===== config.mk =====
export PLATFORM = sky130hd
export DESIGN_NAME = vblank_arbiter
export DESIGN_NICKNAME = d
export VERILOG_FILES = /design/src/rtl/vblank_arbiter.sv
export SDC_FILE = /design/constraint.sdc
export NUM_CORES = 1
export LEC_CHECK = 0
export CAP_MARGIN = 10
export CORE_MARGIN = 1.5
export CORE_UTILIZATION = 35
export CTS_BUF_LIST = sky130_fd_sc_hd__clkbuf_4 sky130_fd_sc_hd__clkbuf_8 sky130_fd_sc_hd__clkbuf_16
export CTS_CLUSTER_DIAMETER = 200
export DETAILED_ROUTE_END_ITERATION = 8
export GPL_ROUTABILITY_DRIVEN = 0
export GPL_TIMING_DRIVEN = 0
export HOLD_SLACK_MARGIN = 0.05
export PLACE_DENSITY = 0.68
export SYNTH_ARGS = -nofsm -noshare
export SYNTH_HDL_FRONTEND = slang
export SYNTH_SLANG_ARGS = --single-unit

===== constraint.sdc =====
create_clock -name vclock_in -period 2.3 [get_ports vclock_in]
set_input_delay 0.23 -clock vclock_in [delete_from_list [all_inputs] [get_ports vclock_in]]
set_output_delay 0.23 -clock vclock_in [all_outputs]
set_load 0.1 [all_outputs]

===== src/rtl/vblank_arbiter.sv =====
// Purpose : shares the vertical-blanking update window among NUM_REQ requesters
//           and swaps the displayed frame buffer once per window when asked.
// Latency : grant_out asserts 1 cycle after the ARB pick; all outputs are registered.
// Backpr. : none; a grant is held until done_in or window close, and the
//           requester cannot stall the timing generator.
// Ports   : vclock_in/rst_n_in clock and async active-low reset;
//           hcount_in/vcount_in raster position;
//           req_in/done_in per-requester request and completion;
//           swap_req_in buffer-swap request;
//           grant_out one-hot grant; frame_sel_out displayed buffer;
//           swap_ack_out, frame_start_out and timeout_out one-cycle pulses;
//           timeout_id_out index of the last revoked requester.
module vblank_arbiter #(
  parameter int NUM_REQ        = 4,
  parameter int DISPLAY_HEIGHT = 768,
  parameter int GUARD_LINE     = 803,
  localparam int IDW           = (NUM_REQ > 1) ? $clog2(NUM_REQ) : 1
) (
  input  logic               vclock_in,
  input  logic               rst_n_in,
  input  logic [10:0]        hcount_in,
  input  logic [9:0]         vcount_in,
  input  logic [NUM_REQ-1:0] req_in,
  input  logic [NUM_REQ-1:0] done_in,
  input  logic               swap_req_in,
  output logic [NUM_REQ-1:0] grant_out,
  output logic               frame_sel_out,
  output logic               swap_ack_out,
  output logic               frame_start_out,
  output logic               timeout_out,
  output logic [IDW-1:0]     timeout_id_out
);

  typedef enum logic [2:0] {IDLE, SWAP, ARB, GRANT, HOLD} state_t;

  localparam logic [9:0] DH_V = 10'(DISPLAY_HEIGHT);
  localparam logic [9:0] GL_V = 10'(GUARD_LINE);

  state_t             state_q, state_d;
  logic [NUM_REQ-1:0] grant_q, grant_d;
  logic [IDW-1:0]     grant_id_q, grant_id_d;
  logic [IDW-1:0]     last_q, last_d;
  logic               pending_q, pending_d;
  logic               frame_sel_q, frame_sel_d;
  logic               swap_ack_q, swap_ack_d;
  logic               frame_start_q, frame_start_d;
  logic               timeout_q, timeout_d;
  logic [IDW-1:0]     timeout_id_q, timeout_id_d;

  logic               window_open;
  logic               past_guard;
  logic               pick_vld;
  logic [IDW-1:0]     pick_idx;
  logic [IDW-1:0]     cand;

  assign window_open = (vcount_in >= DH_V);
  assign past_guard  = (vcount_in > GL_V);

  // Round-robin search starting after the last completed grant. The loop runs
  // from the farthest candidate to the nearest so the nearest requester wins.
  always_comb begin
    pick_vld = 1'b0;
    pick_idx = '0;
    cand     = '0;
    for (int i = NUM_REQ; i >= 1; i--) begin
      cand = IDW'((int'(last_q) + i) % NUM_REQ);
      if (req_in[cand]) begin
        pick_vld = 1'b1;
        pick_idx = cand;
      end
    end
  end

  always_comb begin
    state_d       = state_q;
    grant_d       = grant_q;
    grant_id_d    = grant_id_q;
    last_d        = last_q;
    pending_d     = pending_q | swap_req_in;
    frame_sel_d   = frame_sel_q;
    swap_ack_d    = 1'b0;
    frame_start_d = (hcount_in == '0) && (vcount_in == '0);
    timeout_d     = 1'b0;
    timeout_id_d  = timeout_id_q;

    case (state_q)
      IDLE: begin
        grant_d = '0;
        if (window_open) begin
          if (pending_q) begin
            // Toggle is registered on entry so frame_sel_out and swap_ack_out
            // change during the single SWAP cycle itself.
            state_d     = SWAP;
            frame_sel_d = ~frame_sel_q;
            swap_ack_d  = 1'b1;
          end else begin
            state_d = ARB;
          end
        end
      end
      SWAP: begin
        // A request arriving while swapping is kept for the next window.
        pending_d = swap_req_in;
        state_d   = ARB;
      end
      ARB: begin
        if (!window_open) begin
          state_d = IDLE;
        end else if (past_guard) begin
          state_d = HOLD;
        end else if (pick_vld) begin
          grant_d    = NUM_REQ'(1) << pick_idx;
          grant_id_d = pick_idx;
          state_d    = GRANT;
        end
      end
      GRANT: begin
        // Completion takes priority over window close on the same cycle.
        if (done_in[grant_id_q]) begin
          grant_d = '0;
          last_d  = grant_id_q;
          state_d = window_open ? ARB : IDLE;
        end else if (!window_open) begin
          grant_d      = '0;
          timeout_d    = 1'b1;
          timeout_id_d = grant_id_q;
          state_d      = IDLE;
        end
      end
      HOLD: begin
        if (!window_open) begin
          state_d = IDLE;
        end
      end
      default: begin
        state_d = IDLE;
        grant_d = '0;
      end
    endcase
  end

  always_ff @(posedge vclock_in or negedge rst_n_in) begin
    if (!rst_n_in) begin
      state_q       <= IDLE;
      grant_q       <= '0;
      grant_id_q    <= '0;
      last_q        <= IDW'(NUM_REQ - 1);
      pending_q     <= 1'b0;
      frame_sel_q   <= 1'b0;
      swap_ack_q    <= 1'b0;
      frame_start_q <= 1'b0;
      timeout_q     <= 1'b0;
      timeout_id_q  <= '0;
    end else begin
      state_q       <= state_d;
      grant_q       <= grant_d;
      grant_id_q    <= grant_id_d;
      last_q        <= last_d;
      pending_q     <= pending_d;
      frame_sel_q   <= frame_sel_d;
      swap_ack_q    <= swap_ack_d;
      frame_start_q <= frame_start_d;
      timeout_q     <= timeout_d;
      timeout_id_q  <= timeout_id_d;
    end
  end

  assign grant_out       = grant_q;
  assign frame_sel_out   = frame_sel_q;
  assign swap_ack_out    = swap_ack_q;
  assign frame_start_out = frame_start_q;
  assign timeout_out     = timeout_q;
  assign timeout_id_out  = timeout_id_q;

endmodule

Yosys cells after proc, flatten, opt, wreduce, memory -nomap -nowiden
Cells that the tools add are included.

Register bits: 18. Input port bits: 32. Output and inout bits: 10. Word-level logic and storage cells: 89.

Add/sub/neg operators: 4. Magnitude comparators: 7. Equality and inequality tests: 10. Shift operators: 1. Multiplexer cells: 40. Bitwise operators: 6. Reduce and logical (&&, ||, !) cells: 11.

Operator list (count): two-way mux 4 bit (5); two-way mux 3 bit (6); two-way mux 1 bit (16); less-than comparator 2 x 3 -> 1 bit, second input constant (5); one-hot mux 3 bit (5 select lines) (1); two-way mux 2 bit (6); one-hot mux 4 bit (3 select lines) (1); zero test 11 bit (1); binary-select mux 1 bit (select 2 bit) (5); greater-or-equal comparator 10 bit, second input constant (1); > comparator 10 bit, second input constant (1); zero test 10 bit (1); inequality test 2 bit, second input constant (4); == test 3 x 2 -> 1 bit, second input constant (2); AND reduction 3 bit (2); NOT 1 bit (5); AND reduction 5 bit (1); adder 2 x 1 -> 2 bit, second input constant (2); adder 2 bit, second input constant (2); inequality test 4 bit, second input constant (1); AND reduction 2 bit (2); AND reduction 4 bit (1); << shifter 1 x 2 -> 4 bit, first input constant (1); == test 3 x 1 -> 1 bit, second input constant (1); 6 further kinds (6).

Logic depth before layout (Yosys ltp)
Depth in word-level cells: 12. Mapped depth: 5. Gate-level depth less buffers: 4.

Worst setup path before layout
OpenSTA, ideal clock, no wires.

Path kind: register -> register. Start point: reg grant_id_q[0]. End point: reg timeout_id_q[0] (netlist: timeout_id_out[0]). Library setup time: 0.125 ns. Data arrival time: 1.549 ns. Required time: 2.175 ns. Slack: 0.625 ns. Cell stages (with the launch flop): 5. Buffers on the path: 0. Period minus slack after synthesis: 1.675 ns. Cell sequence: dfrtp_1 > mux4_2 > nand2b_4 > nor2_1 > mux2_2.

Word-level cells in the longest chain between the ends: 4.

RTL lines: start, declared (RTL line 41) `logic [IDW-1:0] grant_id_q, grant_id_d;`; start signal, assigned (RTL line 157) `grant_id_q <= grant_id_d;`; binary-select mux 1 bit (select 2 bit) (RTL line 119) `if (done_in[grant_id_q]) begin`; two-way mux 1 bit (implied by the code) (RTL line 119); NOT 1 bit (no source line); AND reduction 3 bit (no source line); end signal, assigned (RTL line 164) `timeout_id_q <= timeout_id_d;`; end, declared (RTL line 48) `logic [IDW-1:0] timeout_id_q, timeout_id_d;`.

Several ways; a longest one is shown, not always the timed one. The select of a mux whose other input is x is not followed. A chain may end at the register's enable or synchronous reset.

Worst setup path after layout
Start point: reg frame_sel_q (netlist: frame_sel_out). End point: out frame_sel_out.

RTL lines: start, declared (RTL line 44) `logic frame_sel_q, frame_sel_d;`; start signal, assigned (RTL line 160) `frame_sel_q <= frame_sel_d;`; end, declared (RTL line 27) `output logic frame_sel_out,`.

No word-level cell between the ends.

==> results.yml <==
critical_path:
  cp_data_arrival_time_ns: 1.81
  crit_type: "register to output pin"
  r2r_cells: 5
  r2r-end: "grant_out[3]"
  critPathSlowestCell: "clkdlybuf4s50_1"
  cp.depth: 1
  r2r_slack_ns: 0.39
  critPathLaunchType: "register"
  critical_path.top_delay_family: "buffers and inverters"
  path_cells: "clkdlybuf4s50_1"
  crit_fanout: 2
  crit_start: "frame_sel_out"
  end_kind: "output pin"
  cp_data_required_time_ns: 2.07
  endpoint: "frame_sel_out"
  r2r-start: "state_q[2]"
  max_stage_delay_ns: 1.13
  worst-path-buf-inv: 1
timing:
  finalSetupViolCount: 0
  worst_pin_slew_ns: 0.9831
  hold_ws_ns: 0.3794
  slew_headroom_pct: 34.26
  finalCritPeriodShare_pct: 88.53
  setup_tns_ns: 0
  slew_viol_final: 0
  period_minus_slack_ns: 2.036
  finalClockSkew_ns: 0.009607
  hold_viol_final: 0
  rsz0062_at_grt: "no"
  max_freq_mhz: 491.1
power:
  clkPwrFrac_pct: 15.5
  power_density_nw_per_um2: 842.9
  p_int_w: 0.0007357
  power.switching_w: 0.0005151
  ir_drop_uv: 713.1
  comb_power_share_pct: 48.5
  switching_share_pct: 41.18
  pwr-share-seq_pct: 36.0
  leakagePower_nw: 0.6030
detailed_routing:
  vias: 942
  dr.pass1.iters: 5
  via_per_inst: 5.445
  final_antenna_net_count: 0
  routedWlPerCell_um: 13.45
  wl_um: 2326
  drtIter0Drc: 23
  drc: 0
logic_synthesis:
  yosysSeqAreaShare_pct: 45.36
  synth_common_cells: "16 x dfrtp_1, 10 x nor2_1, 8 x nand2_1, 5 x mux2_2, 5 x nor4_1"
  syn_inst: 97
  syn_area_sq_um: 998.5
  synth_top_area_share_pct: 40.10
  synth-seq-cells: 18
  yosysTopAreaCell: "dfrtp_1"
  synthFlopType: "dfrtp_1"
  yosysUniqueCellTypes: 39
  synth_edf_count: 0
  synthTopCellsByArea: "dfrtp_1 40%, mux2_2 5.6%, dfstp_2 5.3%, nor2_1 3.8%, nor4_1 3.1%"
  ys_warn_count: 0
  syn-num-nets: 129
  synthArstFlopShare_pct: 100.0
  syn_avg_cell_area_sq_um: 10.29
  yosys.cell_count.top_type: "dfrtp_1"
global_route:
  grt_max_degree: 19
  grt_pass1_wl_um: 3988
  grt_pass1_vias: 917
  grt_remaining_overflow: 0
  grt_use_total_pct: 16.08
  antenna_found_initial: 0
cts:
  numCtsBuffers: 3
  clock-root-buffer: "clkbuf_4"
  worst_skew_pair.late_latency_ns: 0.30
  cts_resized: 0
  cts.sinks: 18
  post_cts_buffers: 0
  clock_tree.buffer_depth: 2
  ctsHtreeMaxLevel: 1
  cts_tree: "done"
  ctsHoldBuffers: 0
  clk_pin_slew_ns: 0.11
cells_and_area:
  syn2layout_area_growth_pct: 48.62
  fin_nets: 175
  layout-drive-gt1-share_pct: 14.79
  n_antenna_cell: 0
  nFillCells: 252
min_path:
  holdCritPathClass: "input pin to async pin"
floorplanning:
  die_y_um: 56.41
  die_w_um: 56.41
  core_sq_um: 2734
  dieArea_sq_um: 3182
  row_count: 19
  ioPinCount: 42
  initial_core_util_pct: 36.52
place:
  numPortBuffers: 41
  hpwl_um: 1876
run_status:
  status: "completed"
run:
  drv_cap: 0
[power by group through the flow]
stage / clock network [W] / registers [W] / logic [W]
CTS: 0.000203 / 0.000452 / 0.000607
detailed placement: 0 / 0.000458 / 0.000606
floorplan: 0 / 0.000612 / 0.000275
global placement: 0 / 0.000456 / 0.000598
finish: 0.000194 / 0.000451 / 0.000606
global route: 0.000224 / 0.000464 / 0.000648
[sequential cells by signal, summed over array words and instances (netlist names)]
| name | count |
|---|---|
| frame_sel_out | 1 |
| frame_start_out | 1 |
| grant_id_q | 2 |
| grant_out | 4 |
| last_q | 2 |
| pending_q | 1 |
| state_q | 3 |
| swap_ack_out | 1 |
| timeout_id_out | 2 |
| timeout_out | 1 |
[routing by layer]
metal | track usage [%] | routed length (um) | part of all wire (%) | up-vias
li1 | - | - | - | 463
met1 | 20.26 | 1041 | 45 | 442
met2 | 26.39 | 1130 | 49 | 33
met3 | 4.147 | 119 | 5.1 | 4
met4 | 6.122 | 34 | 1.5 | 0
met5 | 0 | 0 | 0 | -
[metrics by stage]
| stage | total power [W] | util, % | instances | cell area, sq um | setup WS (ns) |
|---|---|---|---|---|---|
| after floorplan | 0.0008868 | - | 97 | 998.5 | 0.6252 |
| after global placement | 0.001054 | 52.95 | 169 | 1448 | 0.1700 |
| after detailed placement | 0.001063 | 52.95 | 169 | 1448 | 0.1637 |
| after CTS | 0.001262 | 54.28 | 173 | 1484 | 0.2454 |
| after global routing | 0.001336 | 54.28 | 173 | 1484 | 0.1972 |
| final | 0.001251 | 54.28 | 173 | 1484 | 0.2638 |
[cell type report]
type	instances	area, sq um	share of cell area [%]
sequential	18	452.9	30.52
inverter	1	3.754	0.2530
buffer	3	23.77	1.602
clock buffer	4	36.28	2.445
timing repair buffer	41	410.4	27.66
tap	31	38.79	2.614
multi-input combinational	75	518.0	34.91
[worst min path at each step]
| stage | from | to | depth (start not counted) | slack, ns |
|---|---|---|---|---|
| 3_3_place_gp | frame_sel_out | frame_sel_out | 1 | 0.46 |
| 6_report | rst_n_in | swap_ack_out | 1 | 0.38 |
| 5_1_grt | rst_n_in | swap_ack_out | 1 | 0.43 |
| 3_5_place_dp | frame_sel_out | frame_sel_out | 1 | 0.46 |
| 4_1_cts | rst_n_in | swap_ack_out | 1 | 0.41 |
| 2_1_floorplan | rst_n_in | frame_sel_out | 0 | -0.07 |
[cell usage in the layout, fill, tap and decap left out, drive strengths merged, types with 4 or more instances in the layout]
cell type / instances
clkdlybuf4s50: 41
dfrtp: 16
nor2: 10
nand2: 8
nor4: 5
mux2: 5
clkbuf: 5
nor3: 4
a21oi: 4
[kinds of logic (layout without fill, tap and decap cells)]
| logic type | after synthesis | in the layout | synth area share, % |
|---|---|---|---|
| mux | 6 | 6 | 7.894 |
| xor+xnor | 1 | 1 | 0.8774 |
| buf+inv | 4 | 49 | 2.756 |
| compound gates | 22 | 22 | 16.42 |
| simple gates | 46 | 46 | 26.69 |
| flops | 18 | 18 | 45.36 |
Power figures use the tool's default switching activity.
